--- config.mk ---
export PLATFORM = sky130hd
export DESIGN_NAME = seg_scan_driver
export DESIGN_NICKNAME = d
export VERILOG_FILES = /design/src/rtl/seg_scan_driver.sv
export SDC_FILE = /design/constraint.sdc
export NUM_CORES = 1
export LEC_CHECK = 0
export CORE_UTILIZATION = 35
export DETAILED_ROUTE_END_ITERATION = 10
export GPL_TIMING_DRIVEN = 0
export SETUP_SLACK_MARGIN = 0.2
export SYNTH_ARGS = -nofsm -noshare
export SYNTH_HDL_FRONTEND = slang
export SYNTH_SLANG_ARGS = --single-unit
--- constraint.sdc ---
create_clock -name clk -period 6.5 [get_ports clk]
set_input_delay 0.975 -clock clk [delete_from_list [all_inputs] [get_ports clk]]
set_output_delay 0.975 -clock clk [all_outputs]
set_load 0.02 [all_outputs]
--- src/rtl/seg_scan_driver.sv ---
// ---------------------------------------------------------------------------
// seg_scan_driver
//   Time-multiplexed 7-segment display driver. Each digit is selected in turn
//   for SCAN_DIV clock cycles. The digit drawn is taken from a shadow register
//   that is loaded from `value` on a `load` strobe. Leading-zero blanking is
//   optional.
//
//   Parameters
//     NUM_DIGITS  number of multiplexed digits (1..8)
//     SCAN_DIV    clock cycles each digit stays selected (2..65535)
//
//   Ports
//     clk         single clock; all state updates on the rising edge
//     rst         asynchronous, active-high reset
//     en          1 = scanning; 0 = scanning frozen and display dark
//     load        one-cycle strobe that captures `value` into the shadow register
//     value       packed nibbles; digit i = value[4i+3:4i]; digit 0 = rightmost
//     lzb         1 = blank leading zeros (digit 0 is never blanked)
//     seg         active-high segments {a,b,c,d,e,f,g}
//     dig_sel     active-high one-hot digit enable
//     frame_done  one-cycle pulse after the scan of all digits completes
//
//   Configuration
//     SEG_HEX_EN  when defined, codes 10..15 are drawn as A b C d E F.
//                 When undefined, those codes are drawn dark but still count
//                 as non-zero for blanking.
// ---------------------------------------------------------------------------
module seg_scan_driver #(
  parameter int NUM_DIGITS = 4,
  parameter int SCAN_DIV   = 50000
) (
  input  logic                    clk,
  input  logic                    rst,
  input  logic                    en,
  input  logic                    load,
  input  logic [4*NUM_DIGITS-1:0] value,
  input  logic                    lzb,
  output logic [6:0]              seg,
  output logic [NUM_DIGITS-1:0]   dig_sel,
  output logic                    frame_done
);

  localparam int IDX_W = (NUM_DIGITS > 1) ? $clog2(NUM_DIGITS) : 1;
  localparam int PRE_W = $clog2(SCAN_DIV);
  localparam logic [PRE_W-1:0] PRE_LAST = PRE_W'(SCAN_DIV - 1);
  localparam logic [IDX_W-1:0] IDX_LAST = IDX_W'(NUM_DIGITS - 1);

  logic [PRE_W-1:0]        presc;
  logic [IDX_W-1:0]        idx;
  logic [4*NUM_DIGITS-1:0] shadow;

  logic                    terminal;
  logic [3:0]              cur_nib;
  logic                    cur_blank;
  logic [NUM_DIGITS:0]     zero_from;
  logic [NUM_DIGITS-1:0]   sel_next;
  logic [6:0]              seg_next;

  function automatic logic [6:0] decode(input logic [3:0] nib);
    case (nib)
      4'd0:    decode = 7'b1111110;
      4'd1:    decode = 7'b0110000;
      4'd2:    decode = 7'b1101101;
      4'd3:    decode = 7'b1111001;
      4'd4:    decode = 7'b0110011;
      4'd5:    decode = 7'b1011011;
      4'd6:    decode = 7'b1011111;
      4'd7:    decode = 7'b1110000;
      4'd8:    decode = 7'b1111111;
      4'd9:    decode = 7'b1111011;
`ifdef SEG_HEX_EN
      4'd10:   decode = 7'b1110111;
      4'd11:   decode = 7'b0011111;
      4'd12:   decode = 7'b1001110;
      4'd13:   decode = 7'b0111101;
      4'd14:   decode = 7'b1001111;
      4'd15:   decode = 7'b1000111;
`endif
      default: decode = 7'b0000000;
    endcase
  endfunction

  assign terminal = (presc == PRE_LAST);

  // zero_from[i] is set when digits i..NUM_DIGITS-1 are all zero. A
  // selected digit above position 0 is blanked when this holds.
  always_comb begin
    // NOTE: every variable gets a default before any branch, so no path
    // leaves it unassigned and no latch is inferred.
    zero_from             = '0;
    zero_from[NUM_DIGITS] = 1'b1;
    cur_nib               = 4'd0;
    cur_blank             = 1'b0;
    sel_next              = '0;
    for (int i = NUM_DIGITS - 1; i >= 0; i--) begin
      zero_from[i] = zero_from[i+1] & (shadow[4*i +: 4] == 4'd0);
    end
    for (int i = 0; i < NUM_DIGITS; i++) begin
      if (idx == IDX_W'(i)) begin
        cur_nib     = shadow[4*i +: 4];
        cur_blank   = lzb && (i != 0) && zero_from[i];
        sel_next[i] = 1'b1;
      end
    end
    seg_next = (en && !cur_blank) ? decode(cur_nib) : 7'b0000000;
    if (!en) sel_next = '0;
  end

  // The shadow register is the display's data store. It is cleared on reset
  // so that a fresh display never shows stale digits.
  always_ff @(posedge clk or posedge rst) begin
    // NOTE: sequential state uses non-blocking assignments, so every register
    // samples pre-edge values and the order of statements does not matter.
    if (rst) begin
      shadow <= '0;
    end else if (load) begin
      shadow <= value;
    end
  end

  // The prescaler and the digit index advance only while enabled. The index
  // changes on the same edge where the prescaler wraps.
  always_ff @(posedge clk or posedge rst) begin
    if (rst) begin
      presc <= '0;
      idx   <= '0;
    end else if (en) begin
      if (terminal) begin
        presc <= '0;
        idx   <= (idx == IDX_LAST) ? '0 : idx + 1'b1;
      end else begin
        presc <= presc + 1'b1;
      end
    end
  end

  // Outputs are registered from the pre-edge index and shadow, which gives
  // one cycle of latency. frame_done is high for the cycle that follows the
  // edge where the index wraps.
  always_ff @(posedge clk or posedge rst) begin
    if (rst) begin
      seg        <= 7'b0000000;
      dig_sel    <= '0;
      frame_done <= 1'b0;
    end else begin
      seg        <= seg_next;
      dig_sel    <= sel_next;
      frame_done <= en && terminal && (idx == IDX_LAST);
    end
  end

endmodule
After elaboration in Yosys (flattened, before gate mapping)
Memory sizes are Yosys's and may differ from the RTL's.
Index checks and enable logic that the tools add are counted.
- $add $sub $neg: 2
- eq/ne operators: 4
- multiplexer cells: 15
- bitwise gates (word level): 2
- reduce and logical (&&, ||, !) cells: 12
- operator list (operator ; count):
    4-bit two-way mux ; 5
    16-bit by 1-bit adder with 16-bit output, second input constant ; 1
    16-bit equality test, second input constant ; 1
    16-bit two-way mux ; 1
    4-bit zero test ; 3
    1-bit two-way mux ; 7
    7-bit two-way mux ; 1
    1-bit logical AND ; 6
    2-bit equality test, second input constant ; 2
    2-bit by 1-bit adder with 2-bit output, second input constant ; 1
    1-bit bitwise AND ; 2
    2-bit by 1-bit equality test with 1-bit output, second input constant ; 1
    2-bit zero test ; 1
    2-bit two-way mux ; 1
    2-bit AND reduction ; 1
    1-bit zero test ; 1
- register bits: 46
- ROM bits: 112
- input bits: 21
- output and inout bits: 12
- logic and storage cells: 42
- memories: 1
- memory list (name ; words ; bits a word ; rd ports ; clocked after Yosys merged registers in ; write ports ; RTL line ; source):
    (name not given) ; 16 ; 7 ; 1 ; 0 ; 0 ; 60 ; case (nib)

Depth between registers and ports, before layout
Gate-level depths: netlist (run 1).
- word-level depth: 10
- depth in mapped cells: 11

Worst setup path after synthesis (run 1)
No wires, ideal clock.
- kind: register -> register
- from: register idx[1]
- to: register seg[1]
- setup time: 0.094 ns
- data arrival time: 2.180 ns
- setup slack: 4.226 ns
- cell stages (with the launch flop): 12
- cells stage by stage: dfrtp_1 > inv_1 > ha_1 > buf_2 > and3b_1 > a2111oi_0 > a221o_1 > inv_1 > ha_1 > nor3_1 > a21oi_1 > a211oi_1
- cells in the longest elaborated chain, start to end: 7
- elaborated cells between the ends (all ways): 15
- RTL lines (what ; RTL line ; source):
    start, declared ; 49 ; logic [IDX_W-1:0] idx;
    start signal, assigned ; 130 ; idx <= (idx == IDX_LAST) ? '0 : idx + 1'b1;
    2-bit zero test / 2-bit by 1-bit equality test with 1-bit output (equally long branches) ; 99 ; if (idx == IDX_W'(i)) begin
    4-bit two-way mux / 1-bit two-way mux (equally long branches) (3 in series) ; 99 ;
    4-bit two-way mux / 1-bit zero test (equally long branches) ; 99, 105 ;
    memory 16 x 7 bit / 1-bit logical AND (equally long branches) ; -- ;
    7-bit two-way mux (*) ; 105 ; seg_next = (en && !cur_blank) ? decode(cur_nib) : 7'b0000000;
    named net seg_next[1] ; 57 ; logic [6:0] seg_next;
    end signal, assigned ; 146 ; seg <= seg_next;
    end, declared ; 38 ; output logic [6:0] seg,
Mark *: on every way through the listed nets, which the timed path passes. The rest lies on a longest branch.
A chain may end at the register's enable or synchronous reset.

Worst setup path in the final report (run 1)
Same ends and word-level chain as after synthesis.

==> results of run 1 <==
[how the worst max path moves through the flow]
stage	from	end	slack (ps)	cells after the start
floorplan	idx[1]$_DFFE_PP0N_	seg[1]$_DFF_PP0_	4230	11
global placement	rst	shadow[9]$_DFFE_PP0P_	3470	2
detailed placement	en	presc[15]$_DFFE_PP0P_	3770	7
CTS	idx[1]$_DFFE_PP0N_	seg[0]$_DFF_PP0_	3770	11
global route	idx[1]$_DFFE_PP0N_	seg[0]$_DFF_PP0_	3540	11
finish	idx[1]$_DFFE_PP0N_	seg[1]$_DFF_PP0_	3780	11
[power by group through the flow]
stage / sequential, mW / combinational [mW] / clock [mW]
finish: 0.355 / 0.120 / 0.214
global route: 0.361 / 0.135 / 0.235
floorplan: 0.359 / 0.0769 / 0
detailed placement: 0.359 / 0.121 / 0
CTS: 0.354 / 0.121 / 0.224
global placement: 0.359 / 0.117 / 0
[cell families (layout without fill, tap and decap cells)]
kind of cell | Yosys count | count (layout) | share of synthesized area, %
adders and majority gates | 10 | 10 | 5.44
buffers and inverters | 14 | 54 | 3.21
AOI/OAI and AO/OA | 29 | 29 | 10.1
and+or+nand+nor | 72 | 72 | 18.8
xor gates and xnor gates | 12 | 12 | 4.57
muxes | 16 | 16 | 7.78
DFF | 46 | 46 | 50.1
[synth_stat cells (all sizes together) (4+ instances only)]
| master | count |
|---|---|
| a21oi | 6 |
| o21ai | 6 |
| inv | 7 |
| a211oi | 9 |
| and2 | 5 |
| mux2 | 15 |
| nand3b | 4 |
| nor2 | 14 |
| nand3 | 5 |
| nand2 | 13 |
| xor2 | 6 |
| ha | 10 |
| xnor2 | 6 |
| nor4 | 4 |
| nor2b | 5 |
| dfrtp | 46 |
| nor3 | 6 |
| buf | 6 |
[metal layers]
metal	wire [um]	part of all wire (%)	vias to the layer above	track usage [%]
met3	130	3.1	4	3.38
met4	72	1.7	0	5.17
met1	2140	51	714	18.8
met5	0	0	-	0
met2	1870	44	28	21.1
li1	-	-	774	-
[layout make-up]
| type | count | share of cell area, % |
|---|---|---|
| Multi-Input combinational cell | 139 | 37.8 |
| Sequential cell | 46 | 40.5 |
| Buffer | 7 | 1.67 |
| Tap cell | 77 | 3.39 |
| Inverter | 7 | 0.926 |
| Timing Repair Buffer | 32 | 11.6 |
| Clock buffer | 5 | 2.42 |
| Clock inverter | 3 | 1.59 |
[registers in the layout (all words and copies together) (netlist names)]
name	cells
frame_done	1
dig_sel	4
presc	16
idx	2
shadow	16
seg	7
==> summary.txt, run 1 <==
Synth
  • Yosys cell types: 52
  • Post-synth top area cell: dfrtp_1
  • Post-synth EDFFs: 0
  • Post-synthesis average cell area: 11.6 um^2
  • Yosys top cell area share: approximately 50%
  • Syn. warnings: 0
  • Post-Syn Area: ~2300 um^2
  • Top_reg_cell synth: dfrtp_1
  • Synth top area cells: dfrtp_1 50%, mux2_2 7.3%, ha_1 5.4%
  • Ys async rst share: between 90% and 100%
  • Syn Inst Count: slightly below 200
  • Syn nets: 230
  • Sequential-to-total area share from yosys stat: around 50%
  • Synth Register Bits: 46

Global routing
  • Total congestion overflow: 0
  • Largest net degree at the start of global routing: 25
  • GRT Total Usage: between 10% and 20%
  • Initial antenna violation count: 0
  • Vias in the first global route: 1528
  • First-pass GRT wire length: approximately 7.5 mm

Layout
  • Area delta synth->final: 23.5%
  • Core Util, Final: around 45%
  • Fillers: between 500 and 600
  • Ant. Diodes: 0
  • Area taken by multi-input logic gates: 1070 um^2
  • Most common cell after layout, fill and taps aside: dfrtp_1
  • Final layout net count: 269
  • Storage element area: approximately 1200 um^2
  • Final Cell Area: 2840 um^2
  • Share of layout cells above drive strength 1: around a fifth
  • Most frequent cells in the layout: 46 x dfrtp_1, 31 x clkdlybuf4s50_1, 15 x mux2_2
  • Non-filler cells, final: approximately 320

Clock network
  • Post-CTS Setup Bufs: 0
  • Clk Latency, worst-skew pair: 300 ps
  • Root Buffer: clkbuf_8
  • Clk buf depth: 2
  • TritonCTS clock tree: yes
  • CTS clk-pin slew, worst paths: approximately 80 ps
  • Sink Count: 46
  • Post-CTS Hold Buffers: 0
  • TritonCTS buffer count: 5
  • Post_cts resized: 0
  • Max H-tree Level: 2

Drt
  • Post-route antenna net violation count: 0
  • Routed len/inst: 13.3 um
  • Total Wirelength: ~4.2 mm
  • Remaining DRCs: 0
  • Initial DRC Count: 34
  • DRT Pass-1 Iters: 4
  • Drt via density: ~4.8
  • Vias: around 1500

Timing
  • Setup violations, final: 0
  • Crit share post-route: 41.8%
  • Final Hold Viols: 0
  • Final TNS setup: 0 ps
  • Skew final: around 8.5 ps
  • Fin. max-slew vios: 0
  • Worst-margin pin slew: roughly 550 ps
  • RSZ-0062 raised after global routing: false
  • Worst hold slack: ~500 ps
  • Setup ws final: ~3800 ps
  • Fmax achieved: roughly 370 MHz
  • Max-slew headroom: between 60% and 70%
  • Final min period: 2720 ps

Outcome
  • Status: finished, final reports clean

Place
  • Post-DP HPWL: 3.04 mm
  • Gpl congestion: a little over 0.8
  • Cells after DPL: about 300
  • DP Area: roughly 2700 um^2
  • Dpl ws: roughly 3800 ps
  • Input/output buffers: 31

Power and ir drop
  • Pwr dens: ~240 nW/um^2
  • Leak: about 1.2 nW
  • Sw Share: about 28%
  • Clock power share: between 30% and 40%
  • Comb pwr share: approximately 17%
  • Sw Pwr: roughly 0.19 mW
  • Pint: 0.499 mW
  • Seq pwr share: 51.5%
  • Pwr Total: between 0.6 and 0.7 mW
  • Peak supply drop: around 0.12 mV

Die
  • Row Count: 29
  • Die width: roughly 83 um
  • Die area: around 6900 um^2
  • Initial core utilization: roughly 36%
  • # IOs: 33
  • Core area: between 6000 and 7000 um^2
  • Die H: about 83 um

Hold path
  • Hold Path Depth: 1
  • Worst Hold Class: reg -> reg
  • Hold worst-path end: presc[13]$_DFFE_PP0P_
  • Hold path startpoint: presc[13]$_DFFE_PP0P_

Setup path
  • Crit start category: register
  • Reg2Reg Depth: 11
  • Reg2reg start: idx[1]$_DFFE_PP0N_
  • Critical R2R Capture: seg[1]$_DFF_PP0_
  • Crit. End Element: register
  • Crit Path Class: reg -> reg
  • Max stage delay on crit path: slightly above 400 ps
  • Worst path cell trace: inv_1, ha_1, buf_2, and3b_1, a2111oi_0, a221o_1, inv_1, ha_1, nor3_1, a21oi_1, a211oi_1
  • Critical path's slowest cell: dfrtp_1
  • Crit-path max FO: 10
  • Worst endpoint data arrival time: 2920 ps
  • Required @ worst endpoint: ~6700 ps
  • Register-to-register setup slack: 3780 ps
  • CP top delay family: compound AO/OA/AOI/OAI gates
  • Worst path buffer plus inverter count: 3

Run
  • Max Cap Viol: 0
(Power assumes the default switching activity.)
==> inputs of run 2 (changes only) <==
==> constraint.sdc (replaced) <==
create_clock -name clk -period 2.8 [get_ports clk]
set_input_delay 0.42 -clock clk [delete_from_list [all_inputs] [get_ports clk]]
set_output_delay 0.42 -clock clk [all_outputs]
set_load 0.02 [all_outputs]
==> summary.txt, run 2 (synthesis gave the netlist of run 1 again) <==
Clock network
  • Post-CTS Hold Buffers: 0 (unchanged)
  • Sink Count: 46 (unchanged)
  • Clk Latency, worst-skew pair: 300 ps (about the same)
  • CTS clk-pin slew, worst paths: 90 ps (about the same)
  • Clk buf depth: 2 (unchanged)
  • Max H-tree Level: 2 (unchanged)
  • TritonCTS buffer count: 5 (unchanged)
  • Root Buffer: clkbuf_8
  • TritonCTS clock tree: yes

Global routing
  • Initial antenna violation count: 0 (unchanged)
  • Met1 Use GR: 18.9% (+0.064 points)
  • GR peak layer: met2
  • Met2 Track Usage GR: 21.2% (+0.15 points)
  • Met3 GRT Util: 3.38% (unchanged)
  • Largest net degree at the start of global routing: 25 (unchanged)
  • Vias in the first global route: 1537 (+0.59%)
  • GRT Total Usage: 13.8% (+0.064 points)
  • First-pass GRT wire length: 7.54 mm (+0.55%)
  • Total congestion overflow: 0 (unchanged)

Timing
  • Crit share post-route: 88.3% (+47 points)
  • Worst-margin pin slew: 582 ps (+33.7 ps)
  • Setup violations, final: 0 (unchanged)
  • Final TNS setup: 0 ps (unchanged)
  • Final min period: 2470 ps (-244 ps)
  • Max-slew headroom: 60.9% (-2.3 points)
  • Fmax achieved: 404 MHz (+9.9%)
  • Fin. max-slew vios: 0 (unchanged)
  • Skew final: 7.67 ps (-0.849 ps)
  • RSZ-0062 raised after global routing: false
  • Final Hold Viols: 0 (unchanged)

Run
  • Max Cap Viol: 0 (unchanged)

Place
  • DP Area: 2730 um^2 (unchanged)
  • Input/output buffers: 31 (unchanged)
  • Gpl congestion: 0.813 (unchanged)
  • Post-DP HPWL: 3.04 mm (unchanged)

Setup path
  • Required @ worst endpoint: 3000 ps (-3710 ps)
  • Worst endpoint data arrival time: 2680 ps (-240 ps)
  • Crit-path max FO: 10 (unchanged)
  • Crit Path Class: reg -> reg
  • Crit. End Element: register
  • Register-to-register setup slack: 330 ps (-3460 ps)
  • Critical R2R Capture: seg[6]$_DFF_PP0_
  • Reg2reg start: idx[0]$_DFFE_PP0N_
  • Reg2Reg Depth: 11 (unchanged)
  • Crit start category: register

Layout
  • Most common cell after layout, fill and taps aside: dfrtp_1
  • Final layout net count: 272 (+1.1%)
  • Biggest regs: presc (16), shadow (16), seg (7)
  • Share of layout cells above drive strength 1: 23.1% (+3.5 points)
  • Most frequent cells in the layout: 46 x dfrtp_1, 31 x clkdlybuf4s50_1, 15 x mux2_2
  • Final Cell Area: 2890 um^2 (+1.6%)
  • Ant. Diodes: 0 (unchanged)
  • Area delta synth->final: 25.5%
  • Core Util, Final: 45.4% (+0.73 points)
  • Fillers: 576 (-0.52%)

Hold path
  • Worst Hold Class: in -> async

Drt
  • Total Wirelength: 4.29 mm (+1.8%)
  • Routed len/inst: 13.5 um (+0.87%)
  • Initial DRC Count: 36 (+5.9%)
  • Remaining DRCs: 0 (unchanged)
  • Drt via density: 4.80 (-0.29%)
  • Post-route antenna net violation count: 0 (unchanged)
  • Vias: 1530 (+0.66%)
  • DRT Pass-1 Iters: 4 (unchanged)

Die
  • Die width: 83.0 um (unchanged)
  • Initial core utilization: 36.2% (unchanged)
  • Die area: 6890 um^2 (unchanged)
  • Core area: 6350 um^2 (unchanged)
  • Row Count: 29 (unchanged)
  • # IOs: 33 (unchanged)
  • Die H: 83.0 um (unchanged)

Power and ir drop
  • Peak supply drop: 0.280 mV (+130%)
  • Pwr dens: 557 nW/um^2 (+130%)
  • Leak: 1.23 nW (+0.94%)

Outcome
  • Status: finished, final reports clean
-- run 2: per-layer routing --
layer,wire (um),vias to the layer above
met5,0,-
li1,-,778
met3,112,4
met1,2160,724
met2,1940,24
met4,73,0
-- run 2: report_power, final --
group	internal (mW)	switching, mW
registers	0.746	0.0776
clock network	0.266	0.232
logic	0.151	0.136
total	1.16	0.445
-- run 2: layout make-up --
class	instances	area, um^2	share of cell area (%)
multi-input cells	139	1090	37.9
well taps	77	96.3	3.34
flip-flops and latches	46	1150	39.9
inverters	7	26.3	0.911
plain buffers	7	50.0	1.73
repair buffers	35	353	12.2
clock inverters	3	45.0	1.56
clock buffers	5	68.8	2.39
-- run 2: how the worst max path moves through the flow --
stage	depth (start not counted)	slack, ps	endpoint	startpoint
after floorplan	11	530	seg[1]$_DFF_PP0_	idx[1]$_DFFE_PP0N_
after global placement	11	180	seg[1]$_DFF_PP0_	idx[1]$_DFFE_PP0N_
after detailed placement	11	140	seg[0]$_DFF_PP0_	idx[1]$_DFFE_PP0N_
after CTS	11	210	seg[0]$_DFF_PP0_	idx[1]$_DFFE_PP0N_
after global routing	11	180	seg[1]$_DFF_PP0_	idx[1]$_DFFE_PP0N_
final	11	330	seg[6]$_DFF_PP0_	idx[0]$_DFFE_PP0N_
-- run 2: stage by stage --
step,worst slack [ps],hold WS [ps],total power [mW],instances
2_1_floorplan,526,458,1.01,199
3_3_place_gp,180,480,1.10,307
3_5_place_dp,136,491,1.11,308
4_1_cts,213,473,1.63,317
5_1_grt,183,505,1.71,319
6_report,326,459,1.61,319
-- run 2: worst max-delay path: stages, from the launching register on --
cell       delay (ps)
dfrtp_1           430
ha_1              210
clkbuf_4          180
and3b_1           230
a2111oi_2          40
a221o_1           320
buf_4             150
buf_4             130
ha_1              200
nor3_2            170
a21oi_1            80
a211oi_1          220
-- run 2: repair_timing --
item	CTS	global route
resized for setup	1	7
setup buffers	1	2
pin swaps	0	1
setup endpoints to repair	4	5
gates cloned	0	0
endpoints found under the hold margin	0	0
==> inputs of run 3 (changes only) <==
--- a/config.mk
+++ b/config.mk
@@ -8,6 +8,7 @@
 export CORE_UTILIZATION = 35
 export DETAILED_ROUTE_END_ITERATION = 10
 export GPL_TIMING_DRIVEN = 0
+export PLACE_DENSITY = 0.53
 export SETUP_SLACK_MARGIN = 0.2
 export SYNTH_ARGS = -nofsm -noshare
 export SYNTH_HDL_FRONTEND = slang
==> summary.txt, run 3 (synthesis gave the netlist of run 1 again) <==
Setup path
  • Critical path's slowest cell: dfrtp_1
  • Crit start category: register
  • Max stage delay on crit path: 390 ps (-40 ps)
  • Worst path cell trace: inv_2, ha_1, clkbuf_4, and3b_1, a2111oi_2, a221o_1, buf_4, ha_1, nor3_1, a21oi_1, a211oi_1
  • CP top delay family: compound AO/OA/AOI/OAI gates
  • Worst path buffer plus inverter count: 3 (unchanged)
  • Crit. End Element: register
  • Most used cell along the critical path: ha_1
  • Register-to-register setup slack: 390 ps (+60 ps)
  • Crit Path Class: reg -> reg
  • Worst endpoint data arrival time: 2600 ps (-80 ps)
  • Required @ worst endpoint: 2990 ps (about the same)
  • Crit-path max FO: 10 (unchanged)

Timing
  • Skew final: 6.79 ps (-0.887 ps)
  • Final TNS setup: 0 ps (unchanged)
  • Setup violations, final: 0 (unchanged)
  • Max-slew headroom: 62.4% (+1.5 points)
  • Worst-margin pin slew: 560 ps (-22.3 ps)
  • RSZ-0062 raised after global routing: true
  • Fin. max-slew vios: 0 (unchanged)
  • Fmax achieved: 415 MHz (+2.7%)
  • Worst hold slack: 367 ps (-91.6 ps)
  • Setup ws final: 391 ps (+64.9 ps)
  • Crit share post-route: 86.0% (-2.3 points)
  • Final min period: 2410 ps (-64.9 ps)
  • Final Hold Viols: 0 (unchanged)

Die
  • # IOs: 33 (unchanged)
  • Die width: 83.0 um (unchanged)
  • Core area: 6350 um^2 (unchanged)
  • Die area: 6890 um^2 (unchanged)
  • Initial core utilization: 36.2% (unchanged)
  • Row Count: 29 (unchanged)
  • Die H: 83.0 um (unchanged)

Clock network
  • CTS clk-pin slew, worst paths: 80 ps (about the same)
  • TritonCTS clock tree: yes
  • Clk buf depth: 2 (unchanged)
  • Sink Count: 46 (unchanged)
  • Max H-tree Level: 2 (unchanged)
  • Clk Latency, worst-skew pair: 290 ps (about the same)
  • Post-CTS Hold Buffers: 0 (unchanged)
  • TritonCTS buffer count: 5 (unchanged)
  • Root Buffer: clkbuf_8

Power and ir drop
  • Peak supply drop: 0.335 mV (+20%)
  • Pwr Total: 1.49 mW (-7.5%)
  • Pwr dens: 525 nW/um^2 (-5.7%)
  • Leak: 1.21 nW (-1.7%)

Global routing
  • Vias in the first global route: 1566 (+1.9%)
  • GRT Total Usage: 13.5% (-0.27 points)
  • Largest net degree at the start of global routing: 37 (+48%)
  • Initial antenna violation count: 0 (unchanged)
  • First-pass GRT wire length: 7.51 mm (-0.36%)
  • Total congestion overflow: 0 (unchanged)

Run
  • Max Cap Viol: 0 (unchanged)

Drt
  • Total Wirelength: 4.24 mm (-1.2%)
  • Post-route antenna net violation count: 0 (unchanged)
  • DRT Pass-1 Iters: 4 (unchanged)
  • Vias: 1582 (+3.4%)
  • Remaining DRCs: 0 (unchanged)
  • Initial DRC Count: 30 (-17%)
  • Drt via density: 5.01 (+4.4%)
  • Routed len/inst: 13.4 um (-0.30%)

Layout
  • Final layout net count: 270 (-0.74%)
  • Biggest regs: presc (16), shadow (16), seg (7)
  • Ant. Diodes: 0 (unchanged)
  • Core Util, Final: 44.6% (-0.85 points)
  • Most frequent cells in the layout: 46 x dfrtp_1, 31 x clkdlybuf4s50_1, 15 x mux2_2
  • Final Cell Area: 2830 um^2 (-1.9%)
  • Non-filler cells, final: 316 (-0.94%)
  • Most common cell after layout, fill and taps aside: dfrtp_1
  • Area delta synth->final: 23.2%
  • Share of layout cells above drive strength 1: 20.5% (-2.6 points)

Place
  • Cells after DPL: 308 (unchanged)
  • Gpl congestion: 0.783 (-3.7%)
  • DP Area: 2730 um^2 (unchanged)
  • Dpl ws: 183 ps (+46.5 ps)
  • Post-DP HPWL: 3.13 mm (+2.9%)
  • Input/output buffers: 31 (unchanged)

Hold path
  • Worst Hold Class: in -> async

Outcome
  • Status: finished, final reports clean
[run 3: worst register-to-register path: stages (launching register included)]
cell       delay (ps)
dfrtp_1           390
inv_2              70
ha_1              170
clkbuf_4          180
and3b_1           240
a2111oi_2          40
a221o_1           320
buf_4             160
ha_1              190
nor3_1            190
a21oi_1            90
a211oi_1          270
[run 3: area by class of cell]
cell class              instances  area [um^2]
fillers                       609         3520
flip-flops and latches         46         1150
multi-input cells             139         1090
repair buffers                 33          338
well taps                      77         96.3
clock buffers                   6         72.6
plain buffers                   7         50.0
inverters                       7         26.3
clock inverters                 1         7.51
[run 3: power by group]
part | internal (mW) | switching (mW)
Combinational | 0.148 | 0.131
Sequential | 0.746 | 0.0749
Clock | 0.172 | 0.216
Total | 1.07 | 0.422
[run 3: timing repair]
action | in CTS | in global routing
gates resized for setup | 0 | 6
setup buffers | 1 | 0
pin swaps | 0 | 3
endpoints found under the setup margin | 2 | 6
endpoints found under the hold margin | 0 | 0
[run 3: layer usage]
| metal | vias to the layer above | wire length (um) | GRT usage, % |
|---|---|---|---|
| met5 | - | 0 | 0 |
| met4 | 0 | 58 | 4.23 |
| met3 | 6 | 122 | 3.08 |
| met2 | 27 | 1900 | 20.0 |
| met1 | 768 | 2160 | 19.7 |
| li1 | 781 | - | - |
[run 3: path summary, 6_finish.rpt]
path,from,to,cells past startpoint
max,idx[1]$_DFFE_PP0N_,seg[6]$_DFF_PP0_,11
min,rst,presc[2]$_DFFE_PP0P_,2
max reg2reg,idx[1]$_DFFE_PP0N_,seg[6]$_DFF_PP0_,11
min reg2reg,presc[7]$_DFFE_PP0P_,presc[7]$_DFFE_PP0P_,1
max in group asynchronous,rst,shadow[13]$_DFFE_PP0P_,3
min in group clk,presc[7]$_DFFE_PP0P_,presc[7]$_DFFE_PP0P_,1
